===== config.mk =====
export PLATFORM = sky130hd
export DESIGN_NAME = load_store_unit_flat
export DESIGN_NICKNAME = d
export VERILOG_FILES = /design/src/rtl/load_store_unit_pkg.sv /design/src/rtl/load_store_unit_if.sv /design/src/rtl/load_store_unit_load_extend.sv /design/src/rtl/load_store_unit.sv /design/src/flat_wrapper.sv
export SDC_FILE = /design/constraint.sdc
export NUM_CORES = 1
export LEC_CHECK = 0
export BUFFER_PORTS_ARGS = -buffer_cell sky130_fd_sc_hd__buf_2
export CORE_MARGIN = 2
export CORE_UTILIZATION = 44
export DETAILED_ROUTE_END_ITERATION = 7
export GPL_ROUTABILITY_DRIVEN = 0
export MAX_ROUTING_LAYER = met4
export PLACE_DENSITY = 0.77
export SYNTH_ARGS = -nofsm -noshare
export SYNTH_HDL_FRONTEND = slang
export SYNTH_SLANG_ARGS = --single-unit

===== constraint.sdc =====
create_clock -name clk -period 1.8 [get_ports clk]
set_input_delay 0.18 -clock clk [delete_from_list [all_inputs] [get_ports clk]]
set_output_delay 0.18 -clock clk [all_outputs]
set_load 0.02 [all_outputs]

===== src/rtl/load_store_unit_pkg.sv =====
// Shared types, RV32I size/sign codes and byte-lane helpers for the load/store unit.
package lsu_pkg;

    typedef enum logic [1:0] {
        IDLE,
        REQ,
        WAIT,
        DONE
    } lsu_state_t;

    localparam logic [2:0] F3_B  = 3'b000;
    localparam logic [2:0] F3_H  = 3'b001;
    localparam logic [2:0] F3_W  = 3'b010;
    localparam logic [2:0] F3_BU = 3'b100;
    localparam logic [2:0] F3_HU = 3'b101;

    localparam int BE_W = 4;

    // Size is func3[1:0]: 00 byte, 01 half, anything else is treated as a word.
    function automatic logic [BE_W-1:0] byte_enables(input logic [1:0] size, input logic [1:0] lane);
        logic [BE_W-1:0] be;
        case (size)
            2'b00:   be = 4'b0001 << lane;
            2'b01:   be = 4'b0011 << {lane[1], 1'b0};
            default: be = 4'b1111;
        endcase
        return be;
    endfunction

    function automatic logic [31:0] replicate_store(input logic [1:0] size, input logic [31:0] data);
        logic [31:0] lanes;
        case (size)
            2'b00:   lanes = {4{data[7:0]}};
            2'b01:   lanes = {2{data[15:0]}};
            default: lanes = data;
        endcase
        return lanes;
    endfunction

    function automatic logic is_misaligned(input logic [1:0] size, input logic [1:0] lane);
        logic bad;
        case (size)
            2'b00:   bad = 1'b0;
            2'b01:   bad = lane[0];
            default: bad = (lane != 2'b00);
        endcase
        return bad;
    endfunction

endpackage


===== src/rtl/load_store_unit_if.sv =====
// Word-wide data memory port: req/gnt/rvalid handshake with byte enables.
interface load_store_unit_if
    import lsu_pkg::*;
#(
    parameter int DM_ADDRESS = 9
) ();

    logic                  m_req;
    logic                  m_we;
    logic [DM_ADDRESS-1:0] m_addr;
    logic [BE_W-1:0]       m_be;
    logic [31:0]           m_wdata;
    logic                  m_gnt;
    logic                  m_rvalid;
    logic [31:0]           m_rdata;

    modport master (
        output m_req, m_we, m_addr, m_be, m_wdata,
        input  m_gnt, m_rvalid, m_rdata
    );

    modport slave (
        input  m_req, m_we, m_addr, m_be, m_wdata,
        output m_gnt, m_rvalid, m_rdata
    );

endinterface


===== src/rtl/load_store_unit_load_extend.sv =====
// Selects the addressed byte/half of a memory word and sign- or zero-extends it.
module load_extend
    import lsu_pkg::*;
(
    input  logic [31:0] m_rdata,
    input  logic [1:0]  addr_lo,
    input  logic [2:0]  func3,
    output logic [31:0] ext_data
);

    logic [7:0]  byte_sel;
    logic [15:0] half_sel;

    // Half lane ignores addr_lo[0], so an unaligned half reads the aligned-down half.
    always_comb begin
        byte_sel = 8'h00;
        half_sel = addr_lo[1] ? m_rdata[31:16] : m_rdata[15:0];
        case (addr_lo)
            2'b00:   byte_sel = m_rdata[7:0];
            2'b01:   byte_sel = m_rdata[15:8];
            2'b10:   byte_sel = m_rdata[23:16];
            default: byte_sel = m_rdata[31:24];
        endcase
    end

    always_comb begin
        ext_data = m_rdata;
        case (func3)
            F3_B:    ext_data = {{24{byte_sel[7]}}, byte_sel};
            F3_BU:   ext_data = {24'h000000, byte_sel};
            F3_H:    ext_data = {{16{half_sel[15]}}, half_sel};
            F3_HU:   ext_data = {16'h0000, half_sel};
            default: ext_data = m_rdata;
        endcase
    end

endmodule


===== src/rtl/load_store_unit.sv =====
// MEM-stage load/store unit: stalls the pipeline across a req/gnt/rvalid memory access.
// Define LSU_MISALIGN_TRAP_EN to trap misaligned half/word accesses instead of aligning down.
module load_store_unit
    import lsu_pkg::*;
#(
    parameter int DM_ADDRESS = 9,
    parameter int DATA_W     = 32,
    parameter int MAX_WAIT   = 15
) (
    input  logic                  clk,
    input  logic                  reset,
    input  logic                  mem_read,
    input  logic                  mem_write,
    input  logic [DM_ADDRESS-1:0] addr,
    input  logic [DATA_W-1:0]     wr_data,
    input  logic [2:0]            func3,
    output logic                  stall,
    output logic                  done,
    output logic [DATA_W-1:0]     rd_data,
    output logic                  bus_err,
`ifdef LSU_MISALIGN_TRAP_EN
    output logic                  misalign,
`endif
    load_store_unit_if.master     mem
);

    localparam int               CNT_W   = $clog2(MAX_WAIT + 1);
    localparam logic [CNT_W-1:0] CNT_MAX = CNT_W'(MAX_WAIT);

    lsu_state_t            state;
    lsu_state_t            state_next;
    logic [CNT_W-1:0]      wait_cnt;
    logic                  we_q;
    logic [2:0]            func3_q;
    logic [1:0]            lane_q;
    logic                  err_q;
    logic [DM_ADDRESS-1:0] addr_q;
    logic [BE_W-1:0]       be_q;
    logic [DATA_W-1:0]     wdata_q;
    logic [DATA_W-1:0]     rd_q;
    logic [DATA_W-1:0]     load_ext;

    logic accept;
    logic in_flight;
    logic timeout;
    logic complete;
    logic trap;

    assign accept    = (state == IDLE) && (mem_read || mem_write);
    assign in_flight = (state == REQ) || (state == WAIT);
    assign timeout   = in_flight && (wait_cnt == CNT_MAX);
    assign complete  = (state == WAIT) && mem.m_rvalid;

`ifdef LSU_MISALIGN_TRAP_EN
    logic mis_q;
    assign trap = accept && is_misaligned(func3[1:0], addr[1:0]);
`else
    assign trap = 1'b0;
`endif

    assign mem.m_addr  = addr_q;
    assign mem.m_be    = be_q;
    assign mem.m_wdata = wdata_q;
    assign rd_data     = rd_q;

    load_extend u_load_extend (
        .m_rdata  (mem.m_rdata),
        .addr_lo  (lane_q),
        .func3    (func3_q),
        .ext_data (load_ext)
    );

    always_ff @(posedge clk) begin
        if (reset) begin
            state <= IDLE;
        end else begin
            state <= state_next;
        end
    end

    // A timed-out request is withdrawn in the same cycle the limit is hit, so a late gnt is not taken.
    always_comb begin
        state_next = state;
        stall      = 1'b0;
        done       = 1'b0;
        bus_err    = 1'b0;
        mem.m_req  = 1'b0;
        mem.m_we   = 1'b0;
`ifdef LSU_MISALIGN_TRAP_EN
        misalign   = 1'b0;
`endif
        case (state)
            IDLE: begin
                stall = accept;
                if (trap) begin
                    state_next = DONE;
                end else if (accept) begin
                    state_next = REQ;
                end
            end
            REQ: begin
                stall = 1'b1;
                if (timeout) begin
                    state_next = DONE;
                end else begin
                    mem.m_req = 1'b1;
                    mem.m_we  = we_q;
                    if (mem.m_gnt) begin
                        state_next = WAIT;
                    end
                end
            end
            WAIT: begin
                stall = 1'b1;
                if (complete || timeout) begin
                    state_next = DONE;
                end
            end
            DONE: begin
                done       = 1'b1;
                bus_err    = err_q;
`ifdef LSU_MISALIGN_TRAP_EN
                misalign   = mis_q;
`endif
                state_next = IDLE;
            end
            default: state_next = IDLE;
        endcase
    end

    // Request fields are frozen at acceptance; rd_q only moves when a load finishes.
    always_ff @(posedge clk) begin
        if (reset) begin
            wait_cnt <= '0;
            we_q     <= 1'b0;
            func3_q  <= 3'b000;
            lane_q   <= 2'b00;
            err_q    <= 1'b0;
            addr_q   <= '0;
            be_q     <= '0;
            wdata_q  <= '0;
            rd_q     <= '0;
`ifdef LSU_MISALIGN_TRAP_EN
            mis_q    <= 1'b0;
`endif
        end else begin
            if (accept) begin
                wait_cnt <= '0;
                we_q     <= mem_write;
                func3_q  <= func3;
                lane_q   <= addr[1:0];
                err_q    <= 1'b0;
                addr_q   <= {addr[DM_ADDRESS-1:2], 2'b00};
                be_q     <= byte_enables(func3[1:0], addr[1:0]);
                wdata_q  <= replicate_store(func3[1:0], wr_data);
                if (trap && !mem_write) begin
                    rd_q <= '0;
                end
`ifdef LSU_MISALIGN_TRAP_EN
                mis_q    <= trap;
`endif
            end else if (complete) begin
                if (!we_q) begin
                    rd_q <= load_ext;
                end
            end else if (timeout) begin
                err_q <= 1'b1;
                if (!we_q) begin
                    rd_q <= '0;
                end
            end else if (in_flight && (wait_cnt != CNT_MAX)) begin
                wait_cnt <= wait_cnt + 1'b1;
            end
        end
    end

endmodule


===== src/flat_wrapper.sv =====
// flat-port wrapper written by rule: the top's interface ports become plain ports
module load_store_unit_flat import lsu_pkg::*;
#(
    parameter int DM_ADDRESS = 9,
    parameter int DATA_W     = 32,
    parameter int MAX_WAIT   = 15
)
  (clk, reset, mem_read, mem_write, addr, wr_data, func3, stall, done, rd_data, bus_err, mem_m_req, mem_m_we, mem_m_addr, mem_m_be, mem_m_wdata, mem_m_gnt, mem_m_rvalid, mem_m_rdata);
  load_store_unit_if #(.DM_ADDRESS(DM_ADDRESS)) mem_i ();
  input  logic clk;
  input  logic reset;
  input  logic mem_read;
  input  logic mem_write;
  input  logic [DM_ADDRESS-1:0] addr;
  input  logic [DATA_W-1:0] wr_data;
  input  logic [2:0] func3;
  output logic stall;
  output logic done;
  output logic [DATA_W-1:0] rd_data;
  output logic bus_err;
  output wire logic [$bits(mem_i.m_req)-1:0] mem_m_req;
  output wire logic [$bits(mem_i.m_we)-1:0] mem_m_we;
  output wire logic [$bits(mem_i.m_addr)-1:0] mem_m_addr;
  output wire logic [$bits(mem_i.m_be)-1:0] mem_m_be;
  output wire logic [$bits(mem_i.m_wdata)-1:0] mem_m_wdata;
  input wire logic [$bits(mem_i.m_gnt)-1:0] mem_m_gnt;
  input wire logic [$bits(mem_i.m_rvalid)-1:0] mem_m_rvalid;
  input wire logic [$bits(mem_i.m_rdata)-1:0] mem_m_rdata;
  assign mem_m_req = mem_i.m_req;
  assign mem_m_we = mem_i.m_we;
  assign mem_m_addr = mem_i.m_addr;
  assign mem_m_be = mem_i.m_be;
  assign mem_m_wdata = mem_i.m_wdata;
  assign mem_i.m_gnt = mem_m_gnt;
  assign mem_i.m_rvalid = mem_m_rvalid;
  assign mem_i.m_rdata = mem_m_rdata;
  load_store_unit #(.DM_ADDRESS(DM_ADDRESS), .DATA_W(DATA_W), .MAX_WAIT(MAX_WAIT)) u_core (.clk(clk), .reset(reset), .mem_read(mem_read), .mem_write(mem_write), .addr(addr), .wr_data(wr_data), .func3(func3), .stall(stall), .done(done), .rd_data(rd_data), .bus_err(bus_err), .mem(mem_i));
endmodule

==> results.json, run 1 <==
{
  "reg2regPathDepth": 7,
  "n_antenna_cell": 0,
  "fp.coreArea_um2": 9110,
  "portBuffers": 161,
  "met3_usage_pct": 5.57,
  "drc": 0,
  "initial_utilization_pct": 44.8,
  "hold_depth": 2,
  "cts_tree": "yes",
  "synthAdderAreaFrac_pct": 1.53,
  "die_w_um": 100,
  "worstPathArrival_ns": 2.00,
  "muxShareOfSynthArea_pct": 6.72,
  "fin_crit_sh_pct": 97.8,
  "placed_area_um2": 5050,
  "cts_sinks": 88,
  "io_pins": 164,
  "fillers": 801,
  "drive_gt1_share_pct": 34.3,
  "drt_iter0_markers": 195,
  "crit_fanout": 6,
  "setup_viol": 0,
  "ys_warn_count": 0,
  "vias_per_cell": 5.53,
  "drv_cap": 0,
  "syn_inst": 481,
  "synth_top_family_by_area": "compound AO/OA/AOI/OAI gates",
  "grt_max_degree": 37,
  "yosysSeqAreaShare_pct": 43.2,
  "cts_root_buffer": "clkbuf_8",
  "r2r_start": "u_core.state[1]",
  "maxSlewViolCount": 0,
  "grt_pass1_wl_um": 18500,
  "rrSetupSlack_ns": 0.04,
  "crit_type": "reg -> reg",
  "synth_compound_area_share_pct": 24.3,
  "whs_endpoint": "u_core.rd_data[5]",
  "h-tree-depth": 3,
  "cp-start-kind": "flop",
  "synth_cell_types": 43,
  "ir_drop_v": 0.000905,
  "min_path_type": "in -> reg",
  "use_met1_pct": 27.3,
  "skew_ns": 0.0135,
  "endpoint_kind": "flop",
  "synthDominantCellAreaShare_pct": 43.2,
  "antenna_found_initial": 0,
  "grt_use_total_pct": 23.5,
  "ant_nets": 0,
  "power_leakage_nw": 2.44,
  "ys_seq_elements": 88,
  "dp_cells": 734,
  "vias": 4163,
  "hpwl_um": 8670,
  "ys_async_sr_fraction_pct": 0,
  "regArea_um2": 1760,
  "pwr_density_cell_nw_per_um2": 1410,
  "synth-simple-area-share_pct": 18.4,
  "wl_per_cell_um": 15.2,
  "grt_pass1_vias": 3912,
  "outcome": "finished clean",
  "die_h_um": 100,
  "slew_headroom_pct": 61.0,
  "hold_buffers": 0,
  "finalInstanceArea_um2": 5320,
  "num_rows": 35,
  "required_ns": 2.04,
  "worstReg2RegEnd": "u_core.rd_data[9]",
  "grtUsageMet2_pct": 38.8,
  "numCtsBuffers": 9,
  "holdWs_ns": 0.0415,
  "ys.flop_type": "dfxtp_1",
  "final-hold-violation-count": 0,
  "nNetsFinal": 724,
  "multi_input_area_um2": 2160,
  "synth-xor-area-share_pct": 0.644,
  "die_area_um2": 10100,
  "clock_path_buffers": 2,
  "synthTopCellsByArea": "dfxtp_1 (43%), nand2_1 (7.7%), mux2i_1 (5.9%)",
  "globalRoute.totalOverflow": 0,
  "tightest_slew_ns": 0.583,
  "busiest_layer": "met2",
  "synth_edf_count": 0,
  "netlist_area_um2": 4080,
  "final_cell_mix": "buf_2 (160), dfxtp_1 (86), nand2_1 (84), nor2_1 (38), a21oi_1 (35)",
  "cts.clk_slew.worst_paths_ns": 0.08,
  "insertion_delay_ns": 0.37,
  "layout_commonest_cell": "buf_2",
  "yosysTopAreaCell": "dfxtp_1",
  "finalCriticalPeriod_ns": 1.76,
  "first_pass_iters": 4,
  "hold_start": "mem_m_rdata[5]",
  "area_growth_pct": 30.4,
  "routed_wl_um": 11500,
  "fmax_mhz": 568,
  "syn_avg_cell_area_um2": 8.48,
  "stdcell_count": 753,
  "fin_util_pct": 58.4
}
-- cells by family after synthesis --
| group | Yosys count |
|---|---|
| AND/OR/NAND/NOR | 168 |
| XOR/XNOR | 3 |
| other | 1 |
| adder cells (fa/ha/maj) | 5 |
| buffers and inverters | 46 |
| flip-flops | 88 |
| AO/OA/AOI/OAI | 143 |
| multiplexers | 27 |
-- how the worst max path moves through the flow --
stage                    startpoint           endpoint  slack [ns]  cells after the start
floorplan           u_core.state[0]  u_core.rd_data[0]        0.02                      8
global placement    u_core.state[0]  u_core.rd_data[3]        0.11                      6
detailed placement  u_core.state[0]  u_core.rd_data[3]        0.03                      6
CTS                 u_core.state[1]  u_core.rd_data[3]        0.03                      6
global route        u_core.state[1]  u_core.rd_data[9]      -0.003                      7
finish              u_core.state[1]  u_core.rd_data[9]        0.04                      7
-- critical path, stage by stage, from the launching register on --
cell and delay [ns]:
dfxtp_2 0.33, buf_4 0.13, ha_2 0.18, and4bb_2 0.26
and2_2 0.23, buf_4 0.17, a32oi_2 0.22, o21ai_0 0.12
-- power breakdown --
| group | leakage, nW | switching (mW) | internal, mW |
|---|---|---|---|
| Clock | 0.101 | 0.731 | 0.693 |
| Sequential | 0.721 | 0.272 | 2.39 |
| Combinational | 1.62 | 2.11 | 1.32 |
-- final cells by class --
| type | count | area share, % |
|---|---|---|
| Multi-Input combinational cell | 348 | 40.6 |
| Sequential cell | 88 | 33.2 |
| Timing Repair Buffer | 182 | 19.2 |
| Clock buffer | 11 | 2.66 |
| Tap cell | 111 | 2.61 |
| Clock inverter | 5 | 1.20 |
| Inverter | 8 | 0.565 |
-- synthesized netlist by cell type (all sizes together), types with 2 or more instances --
master   count
nor2        38
a211oi      17
and2         4
nand2       84
mux2i       24
buf         17
dfxtp       88
ha           5
a311oi       9
a32oi        5
o32ai        2
a221o        7
inv          8
o2111ai      2
xor2         3
mux2         3
nor2b        2
o21a         3
nand4        4
nand2b      23
o21ai       35
a21oi       36
o22ai        2
nor3         4
a22o        20
and3         2
nand3        3
clkbuf      21
-- metrics by stage --
stage                      TNS, ns  total power, mW  worst slack (ns)
after global routing      -0.00348             8.02          -0.00348
after CTS                        0             7.50            0.0313
after detailed placement         0             6.05            0.0276
final                            0             7.52            0.0398
after floorplan                  0             4.92            0.0190
after global placement           0             5.94             0.108
-- metal layers --
metal	wire length, um	up-vias	part of all wire [%]
met2	5560	178	48
met1	4780	1944	42
met5	0	-	0
met4	338	0	2.9
met3	791	29	6.9
li1	-	2012	-
-- sequential cells by signal, summed over array words and instances (netlist names) --
register / cells
u_core.lane_q: 2
u_core.mem.m_be: 4
u_core.mem.m_wdata: 32
u_core.wait_cnt: 4
u_core.state: 2
u_core.err_q: 1
u_core.we_q: 1
u_core.func3_q: 3
u_core.mem.m_addr: 7
u_core.rd_data: 32
-- repair_timing --
| action | 4_1_cts | 5_1_grt |
|---|---|---|
| setup endpoints to repair | 2 | 12 |
| gates resized for setup | 3 | 11 |
| setup buffers | 3 | 1 |
| pin swaps | 1 | 3 |
Note: power is estimated with default switching activity, not from simulation.
==> run 2: changes to the inputs <==
--- a/config.mk
+++ b/config.mk
@@ -11,7 +11,7 @@
 export DETAILED_ROUTE_END_ITERATION = 7
 export GPL_ROUTABILITY_DRIVEN = 0
 export MAX_ROUTING_LAYER = met4
-export PLACE_DENSITY = 0.77
+export PLACE_DENSITY = 0.82
 export SYNTH_ARGS = -nofsm -noshare
 export SYNTH_HDL_FRONTEND = slang
 export SYNTH_SLANG_ARGS = --single-unit
==> results.json, run 2 (synthesis results as in run 1) <==
{
  "outcome": "finished clean",
  "crit_type": "reg -> reg",
  "h-tree-depth": 3,
  "die_h_um": 100,
  "layout_commonest_cell": "buf_2",
  "worstPathArrival_ns": 1.99,
  "first_pass_iters": 4,
  "nNetsFinal": 727,
  "fillers": 789,
  "numCtsBuffers": 9,
  "portBuffers": 161,
  "fp.coreArea_um2": 9110,
  "globalRoute.totalOverflow": 0,
  "cts_root_buffer": "clkbuf_8",
  "regArea_um2": 1770,
  "endpoint_kind": "flop",
  "drc": 0,
  "fin_util_pct": 59.6,
  "cts_tree": "yes",
  "insertion_delay_ns": 0.34,
  "setup-tns-final_ns": 0,
  "finalCriticalPeriod_ns": 1.76,
  "die_area_um2": 10100,
  "grt_use_total_pct": 23.5,
  "fmax_mhz": 569,
  "die_w_um": 100,
  "drv_cap": 0,
  "placed_area_um2": 5040,
  "routed_wl_um": 12000,
  "wl_per_cell_um": 15.8,
  "n_antenna_cell": 0,
  "skew_ns": 0.0100,
  "area_growth_pct": 33.2,
  "drt_iter0_markers": 163,
  "crit_fanout": 8,
  "power_leakage_nw": 2.49,
  "min_path_type": "in -> reg",
  "ant_nets": 0,
  "final-hold-violation-count": 0,
  "multi_input_area_um2": 2190,
  "grt_max_degree": 52,
  "hpwl_um": 8680,
  "io_pins": 164,
  "vias": 4180,
  "cts.clk_slew.worst_paths_ns": 0.09,
  "holdWs_ns": 0.0617,
  "num_rows": 35,
  "pwr_density_cell_nw_per_um2": 1450,
  "clock_path_buffers": 2,
  "drive_gt1_share_pct": 34.8,
  "final_cell_mix": "buf_2 (160), dfxtp_1 (86), nand2_1 (84), nor2_1 (38), a21oi_1 (35)",
  "tightest_slew_ns": 0.540,
  "grt_pass1_vias": 3921,
  "setup_viol": 0,
  "antenna_found_initial": 0,
  "maxSlewViolCount": 0,
  "fin_crit_sh_pct": 97.6,
  "cts_sinks": 88,
  "vias_per_cell": 5.54,
  "grt_pass1_wl_um": 18500,
  "ir_drop_v": 0.000807,
  "initial_utilization_pct": 44.8,
  "slew_headroom_pct": 64.0,
  "cp-start-kind": "flop",
  "finalInstanceArea_um2": 5430,
  "required_ns": 2.04
}
[run 2: what timing repair did]
item | CTS | global route
resized for setup | 3 | 18
endpoints found under the setup margin | 10 | 15
hold buffers | 0 | 0
endpoints found under the hold margin | 0 | 0
cloned | 0 | 2
buffers inserted | 3 | 2
pin swaps | 1 | 4
[run 2: cell type report]
cell class,count,area share (%)
inverter,8,0.599
clock inverter,6,2.12
sequential,88,32.5
clock buffer,9,2.28
timing repair buffer,185,19.5
tap,111,2.56
multi-input combinational,348,40.4
[run 2: where the power goes]
part / switching [mW] / internal, mW
clock: 0.744 / 0.926
combinational: 2.17 / 1.37
sequential: 0.284 / 2.40
total: 3.20 / 4.69
[run 2: path summary, 6_finish.rpt]
kind / start / to / slack (ns) / cells after the start
setup reg to reg: u_core.state[0] / u_core.rd_data[3] / 0.04 / 6
setup / recovery: u_core.state[0] / u_core.rd_data[3] / 0.04 / 6
hold reg to reg: u_core.mem.m_wdata[7] / u_core.mem.m_wdata[7] / 0.46 / 2
hold / removal: mem_m_rdata[1] / u_core.rd_data[1] / 0.06 / 2
[run 2: metal layers]
metal | share of wire (%) | routed length [um] | global-route usage, % | up-vias
met5 | 0 | 0 | - | -
met2 | 48 | 5770 | 38.4 | 205
li1 | - | - | - | 2022
met1 | 41 | 4960 | 28.4 | 1921
met4 | 2.9 | 344 | 9.48 | 0
met3 | 7.4 | 890 | 4.67 | 32
[run 2: metrics by stage]
step                total power [mW]  setup slack (ns)  instances
floorplan                       4.92            0.0190        482
global placement                5.89            0.0639        734
global route                    8.35          -0.00789        755
CTS                             7.70            0.0308        751
detailed placement              6.02           -0.0285        734
finish                          7.89            0.0438        755
[run 2: critical path, stage by stage, from the launching register on]
cell,delay [ns]
dfxtp_4,0.37
inv_4,0.05
ha_4,0.28
and4_4,0.25
o221ai_4,0.17
buf_12,0.19
a221o_1,0.34
==> run 3: changes to the inputs <==
==> constraint.sdc (replaced) <==
create_clock -name clk -period 1.8 [get_ports clk]
set_input_delay 0.18 -clock clk [delete_from_list [all_inputs] [get_ports clk]]
set_output_delay 0.18 -clock clk [all_outputs]
set_load 0.1 [all_outputs]
==> results.json, run 3 (synthesis results as in run 1) <==
{
  "min_path_type": "in -> reg",
  "slew_headroom_pct": 54.9,
  "nNetsFinal": 733,
  "grt_pass1_wl_um": 19100,
  "maxSlewViolCount": 0,
  "cts_root_buffer": "clkbuf_8",
  "worstPathArrival_ns": 1.66,
  "fmax_mhz": 544,
  "setup_viol": 1,
  "final_cell_mix": "buf_2 (157), dfxtp_1 (86), nand2_1 (84), nor2_1 (36)",
  "antenna_found_initial": 0,
  "cp-start-kind": "flop",
  "ir_drop_v": 0.00151,
  "drive_gt1_share_pct": 36.3,
  "first_pass_iters": 5,
  "h-tree-depth": 3,
  "drc": 0,
  "insertion_delay_ns": 0.35,
  "n_antenna_cell": 0,
  "required_ns": 1.62,
  "globalRoute.totalOverflow": 0,
  "area_growth_pct": 34.0,
  "placed_area_um2": 5140,
  "cts.clk_slew.worst_paths_ns": 0.09,
  "hpwl_um": 9140,
  "numCtsBuffers": 9,
  "grt_use_total_pct": 24.4,
  "endpoint_kind": "primary output",
  "pwr_density_cell_nw_per_um2": 1890,
  "rsz0062_at_grt": "yes",
  "finalCriticalPeriod_ns": 1.84,
  "pre_cts_slack_ns": -0.0411,
  "grt_max_degree": 56,
  "die_area_um2": 10100,
  "drt_iter0_markers": 174,
  "fillers": 809,
  "violations": "negative setup slack",
  "final-hold-violation-count": 0,
  "post-route-worst-setup-slack_ns": -0.0397,
  "stdcell_count": 762,
  "vias": 4248,
  "ant_nets": 0,
  "crit_fanout": 3,
  "grt_pass1_vias": 4035,
  "die_w_um": 100,
  "tightest_slew_ns": 0.673,
  "cts_tree": "yes",
  "num_rows": 35,
  "layout_commonest_cell": "buf_2",
  "vias_per_cell": 5.57,
  "fin_util_pct": 60.0,
  "finalInstanceArea_um2": 5470,
  "routed_wl_um": 12200,
  "power_leakage_nw": 2.50,
  "clock_path_buffers": 2,
  "die_h_um": 100,
  "io_pins": 164,
  "fp.coreArea_um2": 9110,
  "fin_crit_sh_pct": 102,
  "cts_sinks": 88,
  "portBuffers": 161,
  "hold_buffers": 0,
  "crit_type": "reg -> out",
  "drv_cap": 0,
  "wl_per_cell_um": 16.1,
  "skew_ns": 0.0103,
  "initial_utilization_pct": 44.8,
  "outcome": "complete, but fails checks",
  "holdWs_ns": 0.0479,
  "dp_cells": 738
}
-- run 3: changes by cell type in the layout (fill, tap and decap cells not counted), moves of 2 or more --
cell       before  now
nor2_4          0    2
buf_6           0    2
buf_2         160  157
bufinv_16       3    1
a211oi_2        2    0
and2_1          2    0
a21oi_1        35   33
buf_4          20   24
buf_12          3    7
a211oi_1       15   17
clkbuf_16       2    0
a21oi_2         1    3
nor2_1         38   36
-- run 3: power breakdown --
group | internal, mW | total [mW] | switching (mW)
logic | 1.55 | 6.27 | 4.72
registers | 2.39 | 2.66 | 0.271
clock network | 0.648 | 1.39 | 0.743
-- run 3: metal layers --
layer  vias to the layer above  track usage [%]  routed length [um]  share of wire, %
met1                      1997             28.2                4860                40
li1                       2036                -                   -                 -
met3                        22             4.60                 846               6.9
met2                       193             41.1                6230                51
met5                         -                -                   0                 0
met4                         0             10.9                 305               2.5
-- run 3: worst paths after layout --
path                        startpoint                   end  slack (ns)  cells past startpoint
setup reg to reg       u_core.state[1]       u_core.state[1]           0                      8
hold reg to reg   u_core.mem.m_addr[2]  u_core.mem.m_addr[2]        0.46                      2
hold / removal          mem_m_rdata[5]     u_core.rd_data[5]        0.05                      2
setup / recovery       u_core.state[1]              mem_m_we       -0.04                      6
-- run 3: worst max-delay path: stages, from the launching register on --
cell and delay, ns:
dfxtp_2 0.36, inv_2 0.06, ha_4 0.26, buf_6 0.09
nand4_1 0.14, and3_4 0.24, buf_12 0.16
-- run 3: area by class of cell --
class	count	area, um2	area share (%)
inverters	8	30.0	0.549
clock buffers	10	128	2.34
well taps	111	139	2.54
multi-input cells	348	2200	40.3
clock inverters	6	67.6	1.24
repair buffers	191	1140	20.8
flip-flops and latches	88	1760	32.3
-- run 3: metrics by stage --
stage / setup TNS [ns] / total power [mW]
2_1_floorplan: -0.0869 / 7.41
3_3_place_gp: 0 / 8.56
3_5_place_dp: -0.0789 / 8.71
4_1_cts: -0.0246 / 10.2
5_1_grt: -0.257 / 10.8
6_report: -0.0397 / 10.3
-- run 3: what timing repair did --
action / CTS / global route
pin swaps: 2 / 4
hold endpoints to repair: 0 / 0
setup buffers: 5 / 3
gates resized for setup: 5 / 17
setup endpoints to repair: 7 / 38
